<file path="src/rtl/aes_enc_arbiter.sv">
// Two-requester front end for a single AES encryption core.
// Round-robin arbitration, a one-entry key cache that skips the key-expansion
// handshake on a hit, a per-job watchdog, and a response register held until
// the requester takes it.
module aes_enc_arbiter #(
    parameter int TIMEOUT = 32
) (
    input  logic         CLK,
    input  logic         rst,
    input  logic         req0_valid,
    input  logic [127:0] req0_key,
    input  logic [127:0] req0_data,
    output logic         req0_ready,
    input  logic         req1_valid,
    input  logic [127:0] req1_key,
    input  logic [127:0] req1_data,
    output logic         req1_ready,
    output logic         rsp0_valid,
    output logic [127:0] rsp0_data,
    output logic         rsp0_err,
    input  logic         rsp0_ready,
    output logic         rsp1_valid,
    output logic [127:0] rsp1_data,
    output logic         rsp1_err,
    input  logic         rsp1_ready,
    input  logic         key_flush,
    output logic [127:0] aes_Kin,
    output logic [127:0] aes_Din,
    output logic         aes_Krdy,
    output logic         aes_Drdy,
    output logic         aes_EN,
    input  logic [127:0] aes_Dout,
    input  logic         aes_Kvld,
    input  logic         aes_Dvld,
    input  logic         aes_BSY,
    output logic         busy,
    output logic         err_timeout
);

    typedef enum logic [2:0] {
        IDLE   = 3'd0,
        LOAD   = 3'd1,
        WAIT_K = 3'd2,
        START  = 3'd3,
        RUN    = 3'd4,
        RESP   = 3'd5
    } state_t;

    // Last RUN cycle before the job is declared dead: the counter starts at 0
    // in the first RUN cycle, so it reaches TIMEOUT on this cycle's edge.
    localparam logic [5:0] LP_CNT_LAST = 6'(TIMEOUT - 1);

    state_t         r_state;
    state_t         w_next;
    logic           r_en;
    logic [127:0]   r_key;
    logic [127:0]   r_data;
    logic           r_id;
    logic [127:0]   r_cached_key;
    logic           r_key_valid;
    logic [127:0]   r_result;
    logic           r_err;
    logic [5:0]     r_cnt;
    logic           r_err_timeout;
    logic           r_last_vld;
    logic           r_last_id;

    logic           w_pick1;
    logic           w_accept;
    logic [127:0]   w_sel_key;
    logic [127:0]   w_sel_data;
    logic           w_hit;
    logic           w_fire;
    logic           w_timeout;
    logic           w_rsp_done;

    // Arbitration: a lone requester wins; on contention the one not served
    // last wins, and before anything has been served requester 0 is favoured.
    always_comb begin
        w_pick1 = 1'b0;
        if (req0_valid && req1_valid)
            w_pick1 = r_last_vld && !r_last_id;
        else
            w_pick1 = req1_valid;
    end

    assign w_accept   = (r_state == IDLE) && r_en && (req0_valid || req1_valid);
    assign w_sel_key  = w_pick1 ? req1_key  : req0_key;
    assign w_sel_data = w_pick1 ? req1_data : req0_data;
    assign w_hit      = r_key_valid && (w_sel_key == r_cached_key);
    assign w_fire     = (r_state == START) && !aes_BSY;
    assign w_timeout  = (r_state == RUN) && !aes_Dvld && (r_cnt == LP_CNT_LAST);
    assign w_rsp_done = (r_state == RESP) && (r_id ? rsp1_ready : rsp0_ready);

    // State register; reset aborts any job in flight.
    always_ff @(posedge CLK or posedge rst) begin
        if (rst) r_state <= IDLE;
        else     r_state <= w_next;
    end

    // Next-state logic.
    always_comb begin
        w_next = r_state;
        case (r_state)
            IDLE:    if (w_accept) w_next = w_hit ? START : LOAD;
            LOAD:    w_next = WAIT_K;
            WAIT_K:  if (aes_Kvld) w_next = START;
            START:   if (!aes_BSY) w_next = RUN;
            RUN:     if (aes_Dvld || w_timeout) w_next = RESP;
            RESP:    if (w_rsp_done) w_next = IDLE;
            default: w_next = IDLE;
        endcase
    end

    // Outputs decoded from state; the core handshakes are mutually exclusive
    // because LOAD and START are distinct states.
    always_comb begin
        req0_ready = 1'b0;
        req1_ready = 1'b0;
        rsp0_valid = 1'b0;
        rsp1_valid = 1'b0;
        rsp0_data  = '0;
        rsp1_data  = '0;
        rsp0_err   = 1'b0;
        rsp1_err   = 1'b0;
        aes_Kin    = '0;
        aes_Din    = '0;
        aes_Krdy   = 1'b0;
        aes_Drdy   = 1'b0;
        if (w_accept) begin
            req0_ready = !w_pick1;
            req1_ready = w_pick1;
        end
        if (r_state == LOAD) begin
            aes_Krdy = 1'b1;
            aes_Kin  = r_key;
        end
        if (w_fire) begin
            aes_Drdy = 1'b1;
            aes_Din  = r_data;
        end
        if (r_state == RESP) begin
            if (r_id) begin
                rsp1_valid = 1'b1;
                rsp1_data  = r_result;
                rsp1_err   = r_err;
            end else begin
                rsp0_valid = 1'b1;
                rsp0_data  = r_result;
                rsp0_err   = r_err;
            end
        end
    end

    assign aes_EN      = r_en;
    assign busy        = (r_state != IDLE);
    assign err_timeout = r_err_timeout;

    // Job, cache, watchdog and arbitration bookkeeping.
    always_ff @(posedge CLK or posedge rst) begin
        if (rst) begin
            r_en          <= 1'b0;
            r_key         <= '0;
            r_data        <= '0;
            r_id          <= 1'b0;
            r_cached_key  <= '0;
            r_key_valid   <= 1'b0;
            r_result      <= '0;
            r_err         <= 1'b0;
            r_cnt         <= '0;
            r_err_timeout <= 1'b0;
            r_last_vld    <= 1'b0;
            r_last_id     <= 1'b0;
        end else begin
            r_en <= 1'b1;
            if (w_accept) begin
                r_key  <= w_sel_key;
                r_data <= w_sel_data;
                r_id   <= w_pick1;
            end
            if (r_state == WAIT_K && aes_Kvld) begin
                r_cached_key <= r_key;
                r_key_valid  <= 1'b1;
            end
            if (w_fire)
                r_cnt <= '0;
            else if (r_state == RUN)
                r_cnt <= r_cnt + 6'd1;
            if (r_state == RUN && aes_Dvld) begin
                r_result <= aes_Dout;
                r_err    <= 1'b0;
            end else if (w_timeout) begin
                r_result      <= '0;
                r_err         <= 1'b1;
                r_err_timeout <= 1'b1;
                r_key_valid   <= 1'b0;
            end
            // A flush overrides a key install landing in the same cycle.
            if (key_flush)
                r_key_valid <= 1'b0;
            if (w_rsp_done) begin
                r_last_vld <= 1'b1;
                r_last_id  <= r_id;
            end
        end
    end

endmodule

</file>
<file path="config.mk">
export PLATFORM = sky130hd
export DESIGN_NAME = aes_enc_arbiter
export DESIGN_NICKNAME = d
export VERILOG_FILES = /design/src/rtl/aes_enc_arbiter.sv
export SDC_FILE = /design/constraint.sdc
export NUM_CORES = 1
export LEC_CHECK = 0
export BUFFER_PORTS_ARGS = -buffer_cell sky130_fd_sc_hd__buf_2
export CORE_AREA = 3 3 462 464
export CTS_CLUSTER_SIZE = 16
export DETAILED_ROUTE_END_ITERATION = 8
export DIE_AREA = 0 0 465 467
export GPL_TIMING_DRIVEN = 0
export MAX_ROUTING_LAYER = met4
export SLEW_MARGIN = 30
export SYNTH_ARGS = -nofsm -noshare
export SYNTH_HDL_FRONTEND = slang
export SYNTH_SLANG_ARGS = --single-unit
export TNS_END_PERCENT = 1
</file>
<file path="constraint.sdc">
create_clock -name CLK -period 16.9 [get_ports CLK]
set_clock_uncertainty 0.1 [all_clocks]
set_input_delay 2.535 -clock CLK [delete_from_list [all_inputs] [get_ports CLK]]
set_output_delay 2.535 -clock CLK [all_outputs]
set_load 0.03 [all_outputs]
</file>
==> metrics.md <==
| Metric | Value |
|---|---|
| Status | `complete, no violations` |
| PnR worst setup slack | `9.229 ns` |
| CP dominant cell by count | `buf_2` |
| Hold Path Class | `reg -> reg` |
| Max FO, Critical Path | `10` |
| Design area | `0.03940 mm^2` |
| RSZ-0062 raised after global routing | `no` |
| CTS Sinks | `528` |
| WP depth | `7` |
| DR pass1 iterations | `6` |
| Crit path to | `req0_ready` |
| Min cycle time layout | `7.671 ns` |
| I/O pin cnt | `1,173` |
| Setup WS pre-CTS | `9.110 ns` |
| Mapped Area | `0.02660 mm^2` |
| FP Rows | `168` |
| DRC marker count from the first detailed-route iteration | `2,621` |
| Yosys warns | `0` |
| Vias | `28,090` |
| Post-synthesis register bit count | `528` |
| # setup viols final | `0` |
| WL per Instance | `31.53 um` |
| Synth Net Count | `3,306` |
| PnR Total Power | `6.283 mW` |
| FF-to-FF Start | `r_last_id` |
| All-Layer GR Usage | `0.1979` |
| Global-route wire length before repair | `275,400 um` |
| Hold wc startpoint | `r_key[108]` |
| PostCTS Resize Cnt | `0` |
| Hold_ws | `0.3808 ns` |
| Placed cell count | `6,660` |
| Share of cells above drive strength 1 | `0.3733` |
| GRT overflow | `0` |
| Peak VDD IR | `0.07730 mV` |
| Slowest cell on the critical path | `clkbuf_1` |
| Reg2reg setup slack | `12.09 ns` |
| CTS hold repair buffers | `0` |
| Layout Cells excl Fill | `6,929` |
| Fmax | `130.4 MHz` |
| R2r worst-path depth | `10` |
| Post-route core utilization | `0.1880` |
| Cell Chain, Critical Path | `buf_2 > o211ai_1 > buf_2 > clkbuf_2 > clkbuf_1 > nor2_1 > buf_2` |
| Asr flop ratio synth | `1.000` |
| Total wire length | `218,400 um` |
| Die footprint | `0.2172 mm^2` |
| Cells after Synth | `2,655` |
| Synth cell types | `46` |
| P per Cell Area | `159.5 mW/mm^2` |
| Area Growth Syn to Fin | `48.08%` |
| Drt drc | `0` |
| Initial antenna violation count | `197` |
| Die X | `465 um` |
| Max Cap Violations | `0` |
| Root Driver | `clkbuf_16` |
| Kind of start point of the critical path | `primary input` |
| Fin Setup TNS | `0 ns` |
| Post-synth EDFFs | `0` |
| Register area share after synthesis | `0.4966` |
| CTS tree | `yes` |
| Post-synth top area share | `0.4966` |
| PortBufs | `1,172` |
| TritonCTS Buffers | `71` |
| Filler cell count | `23,570` |
| Placed Area | `0.03659 mm^2` |
| Starting density of the core | `0.1269` |
| Commonest register cell after synthesis | `dfrtp_1` |
| Synth area leaders | `dfrtp_1 50%, and2_1 12%, nand2_1 5.5%` |
| Crit path buffers/inverters | `5` |
| Worst-margin pin slew | `1.205 ns` |
| Max transition margin | `0.1910` |
| Clock Path Buffers | `3` |
| Residual antenna-violating net count after detailed routing | `0` |
| Nets | `4,579` |
| CP peak stage delay | `0.68 ns` |
| Final slew viol count | `0` |
| Pleak | `19.57 nW` |
| CP delay by family, top | `buffers and inverters` |
| Clock slew at reported path FFs | `0.06 ns` |
| Largest area contributor in the netlist | `dfrtp_1` |
| Post-DP HPWL | `189,000 um` |
| Vias in the first global route | `28,080` |
| Mean post-synth cell area | `10.02 um^2` |
| Reg-to-reg endpoint | `r_state[1]` |
| Die H | `467 um` |
| Clock latency on the worst-skew pair | `0.69 ns` |
| Crit path from | `req1_valid` |
| Core area | `0.2096 mm^2` |
| WP data required | `14.27 ns` |
| Postcts setup bufs | `0` |
| H-Tree Depth | `3` |
| Via/cell ratio | `4.053` |
| Final GP Congestion | `1.073` |
| Hold Fails Final Rpt | `0` |
| Crit. End Element | `output port` |
| Setup Crit Path Kind | `in -> out` |
| Crit path DAT | `5.04 ns` |
| Largest net degree at the start of global routing | `31` |
| Final period util | `0.4539` |
[flip-flops by register name, indices dropped and copies added, names as in the netlist]
name	cells
r_cached_key	128
r_data	128
r_key	128
r_result	128
r_cnt	6
r_state	3
aes_EN	1
err_timeout	1
r_err	1
r_id	1
r_key_valid	1
r_last_id	1
r_last_vld	1
[cells in the final DEF, fill, tap and decap left out, types with 7 or more instances in the layout]
cell type / instances
and3_1: 131
buf_2: 1184
xor2_1: 62
buf_12: 16
clkbuf_8: 13
o21ai_0: 256
o22ai_1: 9
xnor2_1: 33
buf_16: 7
bufinv_16: 7
a221o_1: 128
o2bb2ai_1: 7
clkbuf_2: 12
clkinv_2: 8
nor4_1: 14
clkbuf_16: 71
nand2_1: 393
dfrtp_1: 528
nand4_1: 21
nor2_1: 25
mux2_2: 130
mux2i_1: 129
clkbuf_1: 194
diode_2: 146
and2_1: 515
[how the worst min path moves through the flow]
stage                   endpoint  slack, ns  cells after the start
2_1_floorplan              r_err       0.35                      1
3_3_place_gp           r_key[69]       0.37                      2
3_5_place_dp          r_key[127]       0.39                      2
4_1_cts         r_cached_key[75]       0.39                      1
5_1_grt              r_data[115]       0.41                      1
6_report       r_cached_key[108]       0.38                      1
[where the power goes]
group | leakage [nW] | internal, mW | switching [mW]
sequential | 6.67 | 1.82 | 0.595
clock | 1.18 | 0.945 | 0.668
combinational | 11.7 | 0.814 | 1.44
total | 19.6 | 3.58 | 2.70
[cell usage after synthesis, types with 10 or more instances]
cell,count
nor2_1,25
buf_2,10
mux2_2,130
nand2_1,393
dfrtp_1,528
a221o_1,128
o21ai_0,256
nor4_1,15
and3_1,131
clkbuf_1,193
and2_1,515
xor2_1,66
xnor2_1,34
nand4_1,21
mux2i_1,129
[routing by layer]
metal / share of wire / track usage / vias up
met5: 0 / - / -
met4: 0.051 / 0.09224 / 0
met3: 0.11 / 0.08809 / 333
met2: 0.44 / 0.2982 / 1750
met1: 0.40 / 0.2242 / 14120
li1: - / - / 11890
[layout make-up]
class	count	area [um^2]	area share
Sequential cell	528	13210	0.3354
Tap cell	2805	3510	0.08909
Antenna cell	146	365.4	0.009274
Timing Repair Buffer	1200	6417	0.1629
Inverter	2	11.26	0.0002858
Clock buffer	97	2004	0.05088
Buffer	214	880.8	0.02236
Multi-Input combinational cell	1911	12570	0.3192
Clock inverter	26	420.4	0.01067
[kinds of logic after synthesis]
family / after synthesis / synth area share
buf+inv: 216 / 0.03278
mux: 259 / 0.1036
simple gates: 1123 / 0.2248
fa+ha+maj: 1 / 0.0004702
other cells: 1 / 0.0001410
xor+xnor: 100 / 0.03292
compound gates: 427 / 0.1087
flops: 528 / 0.4966
Note: power is estimated with default switching activity, not from simulation.
